## src/rtl/led_fader.sv

```systemverilog
// led_fader: ramps LED brightness one step per prescaler tick toward a target and drives it as PWM.
// Ports:
//   clk        16 MHz clock, all logic on the rising edge
//   resetn     asynchronous active-low reset
//   target     requested brightness, registered once before use
//   breathe    autonomous 0->255->0 sweep request (used only with LED_FADER_BREATHE_EN)
//   pwm_out    registered PWM drive, high = LED on
//   level      current brightness
//   at_target  registered flag, level equals the effective target
// Optional feature macro: LED_FADER_BREATHE_EN enables breathe mode.
module led_fader #(
  parameter int PRESCALE_BITS = 10
) (
  input  logic       clk,
  input  logic       resetn,
  input  logic [7:0] target,
  input  logic       breathe,
  output logic       pwm_out,
  output logic [7:0] level,
  output logic       at_target
);
  typedef enum logic [1:0] {IDLE, UP, DOWN} state_t;
  localparam logic [PRESCALE_BITS-1:0] PRESC_ONE = 1;
  state_t state_q, state_d;
  logic [PRESCALE_BITS-1:0] presc_q;
  logic [7:0] pwm_cnt_q, target_q, level_q, level_d, eff_target, eff_target_d;
  logic pwm_out_q, at_target_q, tick;
  assign tick = &presc_q;
`ifdef LED_FADER_BREATHE_EN
  logic dir_q, dir_d;
  // The sweep direction flips on the tick where level lands on the current endpoint.
  always_comb begin
    eff_target = breathe ? (dir_q ? 8'd0 : 8'd255) : target_q;
    dir_d = breathe & (dir_q ^ (tick & (level_d == eff_target)));
    eff_target_d = breathe ? (dir_d ? 8'd0 : 8'd255) : target_q;
  end
  always_ff @(posedge clk or negedge resetn)
    if (!resetn) dir_q <= 1'b0;
    else dir_q <= dir_d;
`else
  logic unused_breathe;
  assign unused_breathe = breathe;
  assign eff_target = target_q;
  assign eff_target_d = target_q;
`endif
  // Stepping only while strictly below/above the target makes wrap impossible at 0 and 255.
  always_comb begin
    state_d = state_q;
    level_d = level_q;
    if (tick) begin
      state_d = level_q < eff_target ? UP : level_q > eff_target ? DOWN : IDLE;
      level_d = level_q < eff_target ? level_q + 8'd1 : level_q > eff_target ? level_q - 8'd1 : level_q;
    end
  end
  always_ff @(posedge clk or negedge resetn)
    if (!resetn) begin
      presc_q     <= '0;
      pwm_cnt_q   <= 8'd0;
      target_q    <= 8'd0;
      level_q     <= 8'd0;
      state_q     <= IDLE;
      pwm_out_q   <= 1'b0;
      at_target_q <= 1'b1;
    end else begin
      presc_q     <= presc_q + PRESC_ONE;
      pwm_cnt_q   <= pwm_cnt_q + 8'd1;
      target_q    <= target;
      level_q     <= level_d;
      state_q     <= state_d;
      pwm_out_q   <= level_q > pwm_cnt_q;
      at_target_q <= level_d == eff_target_d;
    end
  assign pwm_out   = pwm_out_q;
  assign level     = level_q;
  assign at_target = at_target_q;
endmodule

```

## config.mk

```make
export PLATFORM = sky130hd
export DESIGN_NAME = led_fader
export DESIGN_NICKNAME = d
export VERILOG_FILES = /design/src/rtl/led_fader.sv
export SDC_FILE = /design/constraint.sdc
export NUM_CORES = 1
export LEC_CHECK = 0
export BUFFER_PORTS_ARGS = -buffer_cell sky130_fd_sc_hd__buf_2
export CAP_MARGIN = 5
export CORE_MARGIN = 2
export CORE_UTILIZATION = 40
export DETAILED_ROUTE_END_ITERATION = 7
export SLEW_MARGIN = 0
export SYNTH_ARGS = -nofsm -noshare
export SYNTH_HDL_FRONTEND = slang
export SYNTH_SLANG_ARGS = --single-unit
```

## constraint.sdc

```tcl
create_clock -name clk -period 2.3 [get_ports clk]
set_input_delay 0.46 -clock clk [delete_from_list [all_inputs] [get_ports clk]]
set_output_delay 0.46 -clock clk [all_outputs]
set_load 0.03 [all_outputs]
```

==> results.py, run 1 <==
metrics = {
    "logic_synthesis": {
        "synth_top_cell_by_area": "dfrtp_1",
        "synth_top_family_by_area": "simple AND/OR/NAND/NOR gates",
        "ys_types": 43,
        "postSynthCellCount": 187,
        "synth_top_area_share_pct": 42.2,
        "synthSimpleGateAreaFrac_pct": 16.8,
        "synth-compound-area-share_pct": 5.43,
        "synth_fa_ha_area_share_pct": 12.1,
        "synth-seq-cells": 36,
        "synth-seq-area-share_pct": 43.5,
        "synth_edf_count": 0,
        "async_flop_share_pct": 100,
        "syn_area_mm2": 0.00207,
        "ys.flop_type": "dfrtp_1",
        "syn_nets": 218,
        "muxShareOfSynthArea_pct": 2.47,
        "synth_area_per_cell_um2": 11.1,
        "synth_area_leaders": "dfrtp_1 42%, ha_1 12%, xnor2_1 8.4%",
        "synth-xor-area-share_pct": 15.5,
        "yosys_warnings": 0,
    },
    "global_route": {
        "grt_first_pass_wirelength_um": 7120,
        "antenna_found_initial": 0,
        "grt_pass1_vias": 1578,
        "grt_overflow_total": 0,
        "grtUsageTotal_pct": 15.6,
        "grt_max_degree": 37,
    },
    "setup_path": {
        "worstPathArrival_ps": 2730,
        "crit_type": "reg2reg",
        "cp-start-kind": "flop",
        "cp_cell_sequence": "inv_2, ha_4, a21oi_1, o21ai_2, buf_4, o41ai_1, a31oi_2, xnor2_1, nor4_2, buf_4, and4_1",
        "reg2regPathDepth": 11,
        "cp_common_cell": "buf_4",
        "cp_data_required_time_ps": 2530,
        "cp_slowest_stage_delay_ps": 460,
        "crit_buf_inv": 3,
        "critical-path-top-delay-family": "compound AO/OA/AOI/OAI gates",
        "crit_fanout": 4,
        "crit_slowest_cell": "o41ai_1",
        "rrSetupSlack_ps": -200,
        "endpoint_kind": "flop",
        "r2r-end": "at_target$_DFF_PN1_",
        "timing.rr.start": "eff_target[7]$_DFF_PN0_",
    },
    "final_layout": {
        "regArea_um2": 910,
        "syn2layout_area_growth_pct": 36.7,
        "layout_commonest_cell": "buf_4",
        "final_cell_mix": "37 x buf_4, 29 x dfrtp_1, 19 x xnor2_1, 19 x buf_2",
        "nFillCells": 450,
        "fin_util_pct": 56.2,
        "diodes": 0,
        "fin_nets": 278,
        "multi_input_area_mm2": 0.00128,
        "drive_gt1_share_pct": 44.4,
    },
    "clocking": {
        "htreeDepth": 2,
        "path_clk_slew_ps": 70,
        "clock_latency_ps": 290,
        "cts_made_buffers": 5,
        "clk_path_buf_depth": 2,
        "cts_tree": "built",
        "cts_root_buf": "clkbuf_8",
        "cts.sinks": 36,
    },
    "floorplan": {
        "core_area_mm2": 0.00504,
        "dieWidth_um": 76.0,
        "dieHeight_um": 76.0,
        "row_count": 26,
        "start_util_pct": 41.1,
        "ioPinCount": 21,
        "die_area_mm2": 0.00578,
    },
    "drt": {
        "wl_per_cell_um": 13.6,
        "ant_nets": 0,
        "vias": 1561,
        "drc": 0,
        "drtPass1Iterations": 4,
        "wirelength_um": 4330,
        "initialDrtViolationCount": 47,
        "vias_per_cell": 4.91,
    },
    "power_and_ir_drop": {
        "p_int_mw": 1.00,
        "pwr-share-clk_pct": 43.2,
        "seq_power_share_pct": 50.9,
        "powerDensity_mw_per_mm2": 446,
        "total_power_mw": 1.26,
        "peakVddDrop_v": 0.000310,
        "leakage_nw": 1.34,
        "sw_frac_of_total_pct": 20.9,
        "comb_power_share_pct": 5.8,
        "power_switching_mw": 0.264,
    },
    "placement": {
        "portBuffers": 19,
        "place.gp.congestion": 0.774,
        "dpl.hpwl_um": 2990,
        "place_ws_ps": -214,
    },
    "sta": {
        "fin_skew_ps": 7.95,
        "fin_crit_sh_pct": 109,
        "layout_min_cycle_time_ps": 2500,
        "rsz0062_at_grt": "true",
        "fin_ws_ps": -204,
        "setup_viol": 1,
        "timing.fmax_mhz": 399,
        "worst_pin_slew_ps": 814,
        "slew_violations": 0,
        "hold_slack_ps": 255,
        "relSlewSlack_pct": 45.7,
        "hold_violations": 0,
    },
    "worst_hold_path": {
        "holdCritPathClass": "in2async",
    },
    "status": {
        "violations": "setup timing",
        "status": "complete, but fails checks",
    },
    "flow_run": {
        "drv_cap": 0,
    },
}
[per-layer routing]
metal / GRT usage [%] / share of wire [%] / routed length, um
met1: 19.8 / 46 / 2010
met2: 26.0 / 50 / 2160
met3: 3.91 / 2.5 / 110
met4: 5.64 / 1.1 / 48
met5: 0 / 0 / 0
[power groups by stage]
stage / clock (mW) / combinational (mW) / sequential [mW]
2_1_floorplan: 0 / 0.0248 / 0.656
3_3_place_gp: 0 / 0.0614 / 0.656
3_5_place_dp: 0 / 0.0623 / 0.656
4_1_cts: 0.573 / 0.0674 / 0.644
5_1_grt: 0.601 / 0.0818 / 0.645
6_report: 0.547 / 0.0736 / 0.644
[kinds of logic (layout without fill, tap and decap cells)]
group	count (synthesis)	count (layout)
simple gates	56	56
xor+xnor	30	30
buf+inv	22	83
mux	5	5
compound gates	18	18
fa+ha+maj	20	20
flops	36	36
[registers in the layout (all words and copies together) (netlist names)]
name	cells
level	8
pwm_cnt_q	8
at_target	1
eff_target	8
pwm_out	1
presc_q	10
[metrics by stage]
stage,cell area [um2],TNS [ps],instances
finish,2840,-204,318
global route,2840,-334,318
CTS,2720,-89.0,316
detailed placement,2520,-214,304
global placement,2520,-212,304
floorplan,2130,-38.9,187
[how the worst max path moves through the flow]
| stage | startpoint | endpoint | slack (ps) | cells after the start |
|---|---|---|---|---|
| 6_report | eff_target[7]$_DFF_PN0_ | at_target$_DFF_PN1_ | -200 | 11 |
| 5_1_grt | eff_target[5]$_DFF_PN0_ | at_target$_DFF_PN1_ | -300 | 11 |
| 4_1_cts | level[1]$_DFF_PN0_ | at_target$_DFF_PN1_ | -90 | 10 |
| 3_5_place_dp | level[1]$_DFF_PN0_ | at_target$_DFF_PN1_ | -210 | 10 |
| 3_3_place_gp | eff_target[1]$_DFF_PN0_ | at_target$_DFF_PN1_ | -210 | 13 |
| 2_1_floorplan | level[1]$_DFF_PN0_ | at_target$_DFF_PN1_ | -40 | 10 |
[cell type report]
class	instances	share of cell area (%)
multi-input cells	129	45.1
flip-flops and latches	36	32.1
repair buffers	57	13.5
well taps	70	3.09
clock buffers	6	2.56
inverters	18	2.38
clock inverters	2	1.24
[Yosys cell counts, drive strengths merged (4+ instances only)]
cell   instances
o21ai          4
xor2           6
and4           5
nor3           5
xnor3          4
a21oi          6
ha            20
nor4           4
nor2           9
inv           18
nand2          8
xnor2         20
nand3          9
mux2i          4
nand4          7
dfrtp         35
[repair_timing]
action / CTS / global route
setup buffers: 5 / 3
hold buffers: 0 / 0
gates resized for setup: 12 / 17
endpoints found under the setup margin: 1 / 3
cloned: 0 / 0
endpoints found under the hold margin: 0 / 0
pin swaps: 7 / 13
Note: power is estimated with default switching activity, not from simulation.
==> inputs of run 2 (changes only) <==
--- a/config.mk
+++ b/config.mk
@@ -7,2 +7,3 @@
 export LEC_CHECK = 0
+export ABC_AREA = 1
 export BUFFER_PORTS_ARGS = -buffer_cell sky130_fd_sc_hd__buf_2
==> constraint.sdc (replaced) <==
create_clock -name clk -period 2.3 [get_ports clk]
set_input_delay 0 -clock clk [delete_from_list [all_inputs] [get_ports clk]]
set_output_delay 0 -clock clk [all_outputs]
set_load 0.03 [all_outputs]
==> run 2 against run 1 <==
Effect of this change:
- the run now ends clean
- via count up 16%
- largest cell class unchanged
- fmax up 23%
- cell count increased by 20%
- hold slack improved by 69 ps
- combinational power down 20%
- count of clock-buffer cells in the layout decreased by 1
- sequential cell count is the same
- global-route usage increased by 0.76 points
- sequential power is essentially flat
- critical path depth up 7
- critical endpoint unchanged
==> results.py, run 2 <==
metrics = {
    "setup_path": {
        "cp-startpoint": "eff_target[7]$_DFF_PN0_",
        "crit_fanout": 8,
        "crit_buf_inv": 3,
        "worstPathArrival_ps": 2270,
        "crit_type": "reg2reg",
        "cp_common_cell": "nand2_1",
        "critical-path-top-delay-family": "simple AND/OR/NAND/NOR gates",
        "cp_slowest_stage_delay_ps": 360,
        "crit_slowest_cell": "dfrtp_1",
        "cp_data_required_time_ps": 2530,
        "cp_cell_sequence": "inv_1, ha_1, nand2_1, nor2_2, buf_4, nand2_2, nand2_1, nand2_1, inv_1, nand2_1, nand3_1, nand2_1, nand2_1, nand2_1, nand2_1, nor2_1, nand2_1, nor2_1",
        "cp-start-kind": "flop",
        "endpoint_kind": "flop",
        "timing.rr.start": "eff_target[7]$_DFF_PN0_",
    },
    "floorplan": {
        "ioPinCount": 21,
        "start_util_pct": 42.1,
        "dieWidth_um": 78.0,
        "core_area_mm2": 0.00520,
        "row_count": 26,
        "dieHeight_um": 78.0,
        "die_area_mm2": 0.00608,
    },
    "final_layout": {
        "nFillCells": 514,
        "largest_reg_flops": 10,
        "regMostFlops": "presc_q",
        "syn2layout_area_growth_pct": 22.0,
        "layout_commonest_cell": "nand2_1",
        "fin_util_pct": 51.3,
        "drive_gt1_share_pct": 17.6,
        "diodes": 0,
        "fin_nets": 342,
        "final_cell_mix": "66 x nand2_1, 46 x inv_1, 35 x dfrtp_1, 34 x nand3_1, 20 x ha_1",
        "design_area_mm2": 0.00267,
        "stdcell_count": 382,
    },
    "logic_synthesis": {
        "ys.flop_type": "dfrtp_1",
        "synthTopCellsByCount": "68 x nand2_1, 46 x inv_1, 35 x dfrtp_1",
        "synth_top_cell_by_area": "dfrtp_1",
        "synth-seq-cells": 36,
        "async_flop_share_pct": 100,
        "yosys_warnings": 0,
        "synth-seq-area-share_pct": 41.2,
        "syn_area_mm2": 0.00219,
        "synth_area_leaders": "dfrtp_1 40%, nand2_1 12%, ha_1 11%",
        "synth_area_per_cell_um2": 8.33,
        "synth_top_area_share_pct": 40.0,
        "synth_edf_count": 0,
        "ys_types": 23,
        "syn_nets": 294,
        "synth_most_common_cell": "nand2_1",
        "postSynthCellCount": 263,
    },
    "global_route": {
        "antenna_found_initial": 0,
        "grt_overflow_total": 0,
        "grt_first_pass_wirelength_um": 7780,
        "grt_max_degree": 37,
        "grt_pass1_vias": 1778,
        "grtUsageTotal_pct": 16.3,
    },
    "power_and_ir_drop": {
        "sw_frac_of_total_pct": 22.6,
        "peakVddDrop_v": 0.000334,
        "p_int_mw": 0.986,
        "power_switching_mw": 0.288,
        "total_power_mw": 1.27,
        "powerDensity_mw_per_mm2": 477,
        "comb_power_share_pct": 4.6,
        "leakage_nw": 1.61,
        "seq_power_share_pct": 50.5,
        "pwr-share-clk_pct": 44.8,
    },
    "drt": {
        "drtPass1Iterations": 4,
        "vias": 1809,
        "wl_per_cell_um": 11.7,
        "wirelength_um": 4460,
        "vias_per_cell": 4.74,
        "ant_nets": 0,
        "dr_wl_met2_um": 2030,
        "drc": 0,
        "initialDrtViolationCount": 117,
        "met1Wirelength_um": 2200,
        "maxUsedRoutingLayer": "met4",
        "dr_wl_met3_um": 167,
    },
    "placement": {
        "place.gp.congestion": 0.820,
        "place_area_mm2": 0.00245,
        "dpl.hpwl_um": 3290,
        "dpl.cell_count": 363,
        "portBuffers": 19,
    },
    "sta": {
        "timing.fmax_mhz": 490,
        "worst_pin_slew_ps": 807,
        "relSlewSlack_pct": 46.2,
        "hold_violations": 0,
        "fin_crit_sh_pct": 88.7,
        "fin_skew_ps": 7.70,
        "setup_viol": 0,
        "slew_violations": 0,
        "hold_slack_ps": 324,
        "layout_min_cycle_time_ps": 2040,
    },
    "clocking": {
        "clock_latency_ps": 300,
        "cts_root_buf": "clkbuf_8",
        "cts.sinks": 36,
        "cts_made_buffers": 5,
        "path_clk_slew_ps": 80,
        "cts_tree": "built",
        "clk_path_buf_depth": 2,
        "htreeDepth": 2,
    },
    "worst_hold_path": {
        "holdCritPathClass": "in2async",
    },
    "flow_run": {
        "drv_cap": 0,
    },
    "status": {
        "status": "complete, no violations",
    },
}
[run 2: final timing paths]
path,end,slack (ps),cells past startpoint
min reg2reg,presc_q[0]$_DFF_PN0_,460,1
min in group clk,eff_target[1]$_DFF_PN0_,340,2
max reg2reg,at_target$_DFF_PN1_,260,18
max,at_target$_DFF_PN1_,260,18
min,presc_q[5]$_DFF_PN0_,320,2
max in group asynchronous,level[4]$_DFF_PN0_,1460,2
[run 2: power by group through the flow]
stage	registers (mW)	clock network, mW	logic (mW)
2_1_floorplan	0.656	0	0.0203
3_3_place_gp	0.657	0	0.0468
3_5_place_dp	0.656	0	0.0476
4_1_cts	0.644	0.588	0.0598
5_1_grt	0.645	0.606	0.0688
6_report	0.644	0.571	0.0588
[run 2: cell families (layout without fill, tap and decap cells)]
logic type / count (synthesis) / count (layout) / synth area share, %
AOI/OAI and AO/OA: 10 / 10 / 2.46
xor gates and xnor gates: 14 / 14 / 5.60
buffers and inverters: 47 / 96 / 8.57
adders and majority gates: 20 / 20 / 11.4
and+or+nand+nor: 136 / 136 / 30.7
DFF: 36 / 36 / 41.2
[run 2: layout make-up]
cell class	count	area (um2)	share of cell area [%]
clock inverter	3	42.5	1.59
clock buffer	5	68.8	2.58
tap	70	87.6	3.28
inverter	46	173	6.46
sequential	36	902	33.8
multi-input combinational	180	1110	41.5
timing repair buffer	42	290	10.9
[run 2: repair_timing]
item / in CTS / in global routing
gates resized for setup: 0 / 3
setup endpoints to repair: 0 / 1
hold buffers: 9 / 0
hold endpoints to repair: 43 / 0
setup buffers: 0 / 2
[run 2: stage by stage]
stage                     worst slack (ps)  setup TNS [ps]
after detailed placement               215               0
after CTS                              175               0
after global routing                 -7.33           -7.33
final                                  259               0
after global placement                 220               0
after floorplan                        226               0
[run 2: worst register-to-register path: stages (launching register included)]
cell     delay [ps]
dfrtp_1         360
inv_1            60
ha_1            290
nand2_1         120
nor2_2           60
buf_4           130
nand2_2         120
nand2_1          70
nand2_1          50
inv_1            30
nand2_1          50
nand3_1          90
nand2_1         100
nand2_1          50
nand2_1          80
nand2_1          60
nor2_1          100
nand2_1          60
nor2_1           90
[run 2: per-layer routing]
layer	up-vias	GRT usage [%]
met5	-	0
met4	0	5.26
met3	7	4.07
met2	21	26.6
met1	836	21.3
li1	945	-
==> inputs of run 3 (changes only) <==
- CORE_MARGIN: 2 -> unset
- CORE_UTILIZATION: 40 -> 53
- PLACE_DENSITY: unset -> 0.75
==> run 3 against run 2 <==
Effect of this change:
- combinational power shrank 3%
- core utilization grew 17 points
- global-route usage grew 5.8 points
- wire length shrank 7.1%
- critical path depth shrank 5
- register-to-register slack gained 20 ps
- setup slack gained 22 ps
- sequential power is essentially flat
- largest cell class unchanged
==> results.py, run 3 (synthesis results as in run 2) <==
metrics = {
    "setup_path": {
        "cp-startpoint": "eff_target[7]$_DFF_PN0_",
        "crit_slowest_cell": "dfrtp_1",
        "rrSetupSlack_ps": 280,
        "timing.rr.start": "eff_target[7]$_DFF_PN0_",
        "crit_fanout": 5,
        "cp_cell_sequence": "inv_1, ha_1, a21o_1, nor2_4, buf_4, nand3_1, nand3_1, nand2_1, nand2_1, nand2_1, nand2_1, nand3_1, nor2_1",
        "cp-start-kind": "flop",
        "cp_data_required_time_ps": 2520,
        "r2r-end": "at_target$_DFF_PN1_",
        "reg2regPathDepth": 13,
        "endpoint_kind": "flop",
        "cp_common_cell": "nand2_1",
        "critical-path-top-delay-family": "simple AND/OR/NAND/NOR gates",
        "worstPathArrival_ps": 2240,
        "cp_slowest_stage_delay_ps": 390,
        "crit_type": "reg2reg",
        "path_depth": 13,
        "crit_buf_inv": 2,
        "cp-endpoint": "at_target$_DFF_PN1_",
    },
    "clocking": {
        "clock_latency_ps": 280,
        "cts.sinks": 36,
        "path_clk_slew_ps": 70,
        "cts_made_buffers": 5,
        "post_cts_buffers": 0,
        "clk_path_buf_depth": 2,
        "htreeDepth": 2,
        "cts_root_buf": "clkbuf_8",
        "cts_tree": "built",
    },
    "global_route": {
        "grt_pass1_vias": 1690,
        "antenna_found_initial": 0,
        "grt_first_pass_wirelength_um": 7230,
        "grt_overflow_total": 0,
        "grt_max_degree": 37,
        "grtUsageTotal_pct": 22.2,
    },
    "final_layout": {
        "multi_input_area_mm2": 0.00111,
        "fin_util_pct": 68.1,
        "diodes": 0,
        "drive_gt1_share_pct": 16.0,
        "layout_commonest_cell": "nand2_1",
        "fin_nets": 338,
        "regMostFlops": "presc_q",
        "nFillCells": 317,
        "regArea_um2": 902,
        "largest_reg_flops": 10,
        "syn2layout_area_growth_pct": 18.1,
        "final_cell_mix": "66 x nand2_1, 46 x inv_1, 35 x dfrtp_1, 34 x nand3_1, 20 x ha_1",
    },
    "power_and_ir_drop": {
        "pwr-share-clk_pct": 37.0,
        "power_switching_mw": 0.243,
        "comb_power_share_pct": 5.1,
        "seq_power_share_pct": 57.9,
        "p_int_mw": 0.871,
        "sw_frac_of_total_pct": 21.8,
        "peakVddDrop_v": 0.000368,
        "powerDensity_mw_per_mm2": 431,
        "leakage_nw": 1.58,
    },
    "sta": {
        "fin_ws_ps": 281,
        "relSlewSlack_pct": 48.9,
        "fin_crit_sh_pct": 87.8,
        "slew_violations": 0,
        "hold_slack_ps": 328,
        "timing.fmax_mhz": 495,
        "layout_min_cycle_time_ps": 2020,
        "setup_viol": 0,
        "hold_violations": 0,
        "fin_skew_ps": 6.53,
        "rsz0062_at_grt": "false",
        "finalSetupTns_ps": 0,
        "worst_pin_slew_ps": 767,
    },
    "floorplan": {
        "core_area_mm2": 0.00380,
        "start_util_pct": 57.6,
        "ioPinCount": 21,
        "dieWidth_um": 66.3,
        "die_area_mm2": 0.00439,
        "row_count": 22,
        "dieHeight_um": 66.3,
    },
    "placement": {
        "portBuffers": 19,
        "dpl.hpwl_um": 3160,
        "place.gp.congestion": 0.870,
        "place_ws_ps": 175,
    },
    "worst_hold_path": {
        "holdCritPathClass": "in2async",
    },
    "drt": {
        "drtPass1Iterations": 4,
        "wl_per_cell_um": 11.7,
        "vias_per_cell": 5.03,
        "ant_nets": 0,
        "wirelength_um": 4140,
        "vias": 1786,
        "initialDrtViolationCount": 75,
        "drc": 0,
    },
    "flow_run": {
        "drv_cap": 0,
    },
    "status": {
        "status": "complete, no violations",
    },
}
==> run 3: what timing repair did <==
action	in CTS	in global routing
hold endpoints to repair	43	0
hold buffers	9	0
setup endpoints to repair	0	1
resized for setup	0	4
==> run 3: layer usage <==
layer,part of all wire [%],GRT usage [%]
met1,49,29.3
met2,46,35.6
met3,3.9,5.69
met4,1.1,6.38
met5,0,0
==> run 3: cell type report <==
type	count	share of cell area (%)
Tap cell	48	2.32
Clock inverter	1	0.194
Inverter	46	6.68
Multi-Input combinational cell	180	43.0
Sequential cell	36	34.9
Clock buffer	6	2.81
Timing Repair Buffer	38	10.1
==> run 3: worst min-delay path by stage <==
stage / endpoint / slack, ps / start
finish: presc_q[8]$_DFF_PN0_ / 330 / resetn
global route: eff_target[2]$_DFF_PN0_ / 350 / target[2]
CTS: eff_target[1]$_DFF_PN0_ / 340 / target[1]
detailed placement: eff_target[4]$_DFF_PN0_ / 110 / target[4]
global placement: eff_target[6]$_DFF_PN0_ / 110 / target[6]
floorplan: eff_target[0]$_DFF_PN0_ / -300 / resetn
==> run 3: power groups by stage <==
stage | combinational, mW | clock [mW] | sequential, mW
final | 0.0573 | 0.412 | 0.645
after global routing | 0.0664 | 0.454 | 0.645
after CTS | 0.0573 | 0.428 | 0.645
after detailed placement | 0.0455 | 0 | 0.657
after global placement | 0.0445 | 0 | 0.656
after floorplan | 0.0203 | 0 | 0.656
==> run 3: per-stage QoR <==
stage / area, um2 / instances / total power, mW
after floorplan: 2190 / 263 / 0.676
after global placement: 2400 / 339 / 0.701
after detailed placement: 2400 / 339 / 0.702
after CTS: 2570 / 355 / 1.13
after global routing: 2580 / 355 / 1.17
final: 2580 / 355 / 1.11
